<file path="config.mk">
export PLATFORM = sky130hd
export DESIGN_NAME = dlbf_cout_capture
export DESIGN_NICKNAME = d
export VERILOG_FILES = /design/src/rtl/dlbf_pkg.sv /design/src/rtl/dlbf_sat_cnt.sv /design/src/rtl/dlbf_cout_capture.sv
export SDC_FILE = /design/constraint.sdc
export NUM_CORES = 1
export LEC_CHECK = 0
export CORE_UTILIZATION = 40
export DETAILED_ROUTE_END_ITERATION = 8
export DONT_BUFFER_PORTS = 1
export SKIP_CTS_REPAIR_TIMING = 1
export SYNTH_ARGS = -nofsm -noshare
export SYNTH_HDL_FRONTEND = slang
export SYNTH_SLANG_ARGS = --single-unit
export TNS_END_PERCENT = 20
</file>
<file path="constraint.sdc">
create_clock -name s_axis_clk -period 6 [get_ports s_axis_clk]
set_clock_uncertainty 0.1 [all_clocks]
set_input_delay 0.9 -clock s_axis_clk [delete_from_list [all_inputs] [get_ports s_axis_clk]]
set_output_delay 0.9 -clock s_axis_clk [all_outputs]
set_load 0.01 [all_outputs]
</file>
<file path="src/rtl/dlbf_pkg.sv">
// Shared types and defaults for the stream capture block.
package dlbf_pkg;

  localparam int DLBF_RAM_DEPTH  = 4096;
  localparam int DLBF_DATA_WIDTH = 64;

  typedef enum logic [1:0] {
    ST_IDLE    = 2'd0,
    ST_CAPTURE = 2'd1,
    ST_DONE    = 2'd2
  } cap_state_e;

  // A block size is usable when it is non-zero and fits in the RAM.
  function automatic logic size_legal(input logic [15:0] size, input int depth);
    return (size != 16'd0) && (int'(size) <= depth);
  endfunction

endpackage

</file>
<file path="src/rtl/dlbf_sat_cnt.sv">
// Saturating up-counter with synchronous reset and synchronous clear.
module dlbf_sat_cnt #(
  parameter int WIDTH = 8
) (
  input  logic             clk,
  input  logic             rst,
  input  logic             clr,
  input  logic             inc,
  output logic [WIDTH-1:0] cnt
);

  always_ff @(posedge clk) begin
    if (rst || clr) begin
      cnt <= '0;
    end else if (inc && (cnt != {WIDTH{1'b1}})) begin
      cnt <= cnt + 1'b1;
    end
  end

endmodule

</file>
<file path="src/rtl/dlbf_cout_capture.sv">
// Captures a fixed-length AXI-stream block into an external RAM write port.
//   state      | meaning
//   ST_IDLE    | waiting for a start since reset
//   ST_CAPTURE | accepting beats, tready high
//   ST_DONE    | block complete, beat_cnt holds the final count
module dlbf_cout_capture
  import dlbf_pkg::*;
#(
  parameter int RAM_DEPTH  = DLBF_RAM_DEPTH,
  parameter int DATA_WIDTH = DLBF_DATA_WIDTH
) (
  input  logic                    s_axis_clk,
  input  logic                    s_axis_rst,
  input  logic [DATA_WIDTH-1:0]   s_axis_tdata,
  input  logic                    s_axis_tvalid,
  input  logic                    s_axis_tlast,
  output logic                    s_axis_tready,
  input  logic                    start,
  input  logic [15:0]             block_size,
  output logic                    busy,
  output logic                    done,
  output logic                    cfg_err,
  output logic [15:0]             beat_cnt,
  output logic [7:0]              tlast_err_cnt,
  output logic [15:0]             addrb,
  output logic [DATA_WIDTH-1:0]   dinb,
  output logic                    enb,
  output logic [DATA_WIDTH/8-1:0] web
);

  localparam int BYTES = DATA_WIDTH / 8;

  cap_state_e  state_q, state_n;
  logic [15:0] size_q;
  logic [15:0] wr_ptr_q;
  logic        accept;
  logic        last_beat;
  logic        size_ok;
  logic        start_ok;
  logic        start_bad;
  logic        tlast_err;
  logic        tready_n;
  logic        busy_n;
  logic        done_n;

  assign size_ok   = size_legal(block_size, RAM_DEPTH);
  assign start_ok  = start && (state_q != ST_CAPTURE) && size_ok;
  assign start_bad = start && (state_q != ST_CAPTURE) && !size_ok;
  assign accept    = s_axis_tvalid && s_axis_tready;
  assign last_beat = accept && (beat_cnt == (size_q - 16'd1));
  assign tlast_err = accept && (last_beat ? !s_axis_tlast : s_axis_tlast);

  always_comb begin
    state_n  = state_q;
    tready_n = 1'b0;
    busy_n   = 1'b0;
    done_n   = 1'b0;
    case (state_q)
      ST_IDLE: begin
        if (start_ok) state_n = ST_CAPTURE;
      end
      ST_CAPTURE: begin
        tready_n = 1'b1;
        busy_n   = 1'b1;
        if (last_beat) state_n = ST_DONE;
      end
      ST_DONE: begin
        done_n = 1'b1;
        if (start_ok) state_n = ST_CAPTURE;
      end
      default: begin
        state_n = ST_IDLE;
      end
    endcase
  end

  assign s_axis_tready = tready_n;
  assign busy          = busy_n;
  assign done          = done_n;

  always_ff @(posedge s_axis_clk) begin
    if (s_axis_rst) begin
      state_q <= ST_IDLE;
    end else begin
      state_q <= state_n;
    end
  end

  // The pointer stops on the final beat so it never leaves 0..RAM_DEPTH-1;
  // the next start reloads it anyway.
  always_ff @(posedge s_axis_clk) begin
    if (s_axis_rst) begin
      size_q   <= 16'd0;
      wr_ptr_q <= 16'd0;
      cfg_err  <= 1'b0;
    end else begin
      if (start_ok) begin
        size_q   <= block_size;
        wr_ptr_q <= 16'd0;
        cfg_err  <= 1'b0;
      end else if (start_bad) begin
        cfg_err  <= 1'b1;
      end
      if (accept && !last_beat) begin
        wr_ptr_q <= wr_ptr_q + 16'd1;
      end
    end
  end

  always_ff @(posedge s_axis_clk) begin
    if (s_axis_rst) begin
      enb   <= 1'b0;
      web   <= '0;
      addrb <= 16'd0;
      dinb  <= '0;
    end else begin
      enb <= accept;
      web <= {BYTES{accept}};
      if (accept) begin
        addrb <= wr_ptr_q;
        dinb  <= s_axis_tdata;
      end
    end
  end

  dlbf_sat_cnt #(.WIDTH(16)) u_beat_cnt (
    .clk (s_axis_clk),
    .rst (s_axis_rst),
    .clr (start_ok),
    .inc (accept),
    .cnt (beat_cnt)
  );

  dlbf_sat_cnt #(.WIDTH(8)) u_tlast_err_cnt (
    .clk (s_axis_clk),
    .rst (s_axis_rst),
    .clr (1'b0),
    .inc (tlast_err),
    .cnt (tlast_err_cnt)
  );

endmodule
</file>
==> out/metrics.yaml <==
reg2reg_setup_slack_ps: 2170
overflow: 0
area_growth_syn_to_layout_pct: 10.6
slowest_delay_ps: 760
ys_ff_latch: 140
io_buffers: 0
track_usage_pct: 19.0
powerDensity_nw_per_um2: 305
hpwl_um: 10600
drtPass1Iterations: 4
drt-vias-per-instance: 5.41
syn_area_um2: 6360
hp-class: "flip-flop to flip-flop"
wl_um: 15900
cts_root_buf: "clkbuf_16"
clock-sinks: 140
finalCritPeriodShare_pct: 63.8
die_w_um: 128
path_clk_slew_ps: 60
fmax_ghz: 0.261
grt_max_degree: 144
rsz0062_at_grt: "no"
h-tree-depth: 4
syn-num-nets: 874
outcome: "finished, final reports clean"
clkLatencyLatePin_ps: 420
slew_violations: 0
first_global_vias: 4905
cp_top_family: "simple AND/OR/NAND/NOR gates"
crit_type: "flip-flop to flip-flop"
path_buf_inv: 2
numCtsBuffers: 17
vdd_drop_max_uv: 210
critical_path_arrival_ps: 4070
grt_pass1_wl_um: 24700
synth_edf_count: 0
path_cells: "inv_1 > ha_1 > nor4b_2 > nand2_1 > o41ai_1 > o2111ai_1 > nor4_4 > buf_4 > o21bai_1 > o21ai_0"
multiInputGateArea_um2: 3270
synthArstFlopShare_pct: 0
p_total_mw: 2.15
hold_viol: 0
drc: 0
ys.flop_type: "dfxtp_1"
drive_above_1_share_pct: 7.21
netlist_instances: 785
dieArea_um2: 16400
core_um2: 15400
crit_path_start_kind: "flip-flop"
ys_types: 53
min_period_ps: 3830
cp.required_ps: 6240
slew_headroom_pct: 25.9
antenna_found_initial: 1
num_rows: 45
ios: 202
nFillCells: 1538
ys_warn_count: 0
p_leak_nw: 2.33
tightest_slew_ps: 1110
final_area_um2: 7040
crit_slowest_cell: "nor4_4"
cts_tree: "done"
synth-seq-area-share_pct: 44.0
final_cell_mix: "nand2_1, dfxtp_1, a21oi_1"
final_util_pct: 45.8
initial_core_util_pct: 41.4
via_count: 5278
syn_area_per_cell_um2: 8.11
fin_setup_tns_ps: 0
worst_hold_slack_ps: 368
end_kind: "flip-flop"
first_iter_violations: 331
final_common_cell: "nand2_1"
cts.path.max_buffers: 2
setup_violations: 0
place.gp.congestion: 0.865
dpl_cell_area_um2: 6390
wl_per_cell_um: 16.3
ant_nets: 0
seq_area_um2: 2800
critPathMaxFanout: 18
final_nets: 839
maxCapViolCount: 0
die_height_um: 128
==> through the flow <==
| step | setup slack (ps) | instances |
|---|---|---|
| CTS | 2160 | 974 |
| detailed placement | 2190 | 942 |
| floorplan | 3080 | 785 |
| finish | 2170 | 975 |
| global route | 1810 | 975 |
| global placement | 2300 | 942 |
==> registers in the layout (all words and copies together), names as in the netlist, 2 cells and up <==
| name | cells |
|---|---|
| addrb | 16 |
| state_q | 2 |
| size_q | 16 |
| dinb | 64 |
| u_tlast_err_cnt.cnt | 8 |
| wr_ptr_q | 16 |
| u_beat_cnt.cnt | 16 |
==> routing by layer <==
| layer | track usage [%] | share of wire [%] | wire length, um | vias to the layer above |
|---|---|---|---|---|
| li1 | - | - | - | 2589 |
| met1 | 22.6 | 43 | 6810 | 2500 |
| met2 | 32.4 | 50 | 7920 | 173 |
| met3 | 5.76 | 6.3 | 995 | 16 |
| met4 | 6.71 | 1.1 | 175 | 0 |
| met5 | 0 | 0 | 0 | - |
==> worst reg2reg max path, stage by stage, from the launching register on <==
cell and delay, ps:
dfxtp_1 380, inv_1 80, ha_1 250, nor4b_2 500, nand2_1 170, o41ai_1 290, o2111ai_1 220, nor4_4 760
buf_4 370, o21bai_1 330, o21ai_0 290
==> path summary, 6_finish.rpt <==
kind	startpoint	end	cells past startpoint
worst max register to register	size_q[0]	wr_ptr_q[6]	10
worst min register to register	wr_ptr_q[15]	wr_ptr_q[15]	2
worst min-delay path	wr_ptr_q[15]	wr_ptr_q[15]	2
worst max-delay path	size_q[0]	wr_ptr_q[6]	10
==> where the power goes <==
group	switching (mW)	internal [mW]	leakage [nW]
Combinational	0.0239	0.0186	0.879
Clock	0.447	0.713	0.321
Sequential	0.00829	0.935	1.13
Total	0.479	1.67	2.33
==> synth_stat cells (all sizes together) (2+ instances only) <==
master   number  area [um^2]
nor2b        11         68.8
and4          6         52.6
a211o         5         43.8
xnor2        16          140
nand4         6         37.5
nand2b       28          175
nand3b        5         37.5
a211oi        7         52.6
o2111ai       2         17.5
inv           8         30.0
and3          6         37.5
a31oi         2         12.5
a41oi         3         26.3
nor4b         2         23.8
or4           5         41.3
nor3          8         40.0
mux2i        24          240
buf          24          156
or3          16          100
nand2       191          717
o21bai        9         67.6
nand3        18         90.1
nor4         11          103
dfxtp       140         2800
clkbuf       33          124
xor2         12          105
nor2         48          180
ha            4         50.1
and2          8         50.1
a2111oi       3         26.3
or2           9         56.3
a21oi        86          430
mux2          7         82.6
o21ai        12         60.1
==> logic make-up (layout without fill, tap and decap cells) <==
group | count (synthesis) | after routing | synth area share [%]
buffers and inverters | 65 | 43 | 4.88
DFF | 140 | 140 | 44.0
xor gates and xnor gates | 28 | 28 | 3.85
adders and majority gates | 4 | 4 | 0.786
other | 0 | 1 | 0
and+or+nand+nor | 379 | 379 | 28.6
muxes | 31 | 31 | 5.07
AOI/OAI and AO/OA | 138 | 138 | 12.8
==> layout make-up <==
| type | count | area share, % |
|---|---|---|
| clock buffers | 17 | 6.04 |
| well taps | 211 | 3.75 |
| inverters | 8 | 0.426 |
| multi-input cells | 580 | 46.5 |
| flip-flops and latches | 140 | 39.8 |
| repair buffers | 3 | 0.320 |
| diodes | 1 | 0.0355 |
| clock inverters | 15 | 3.16 |
(Power assumes the default switching activity.)
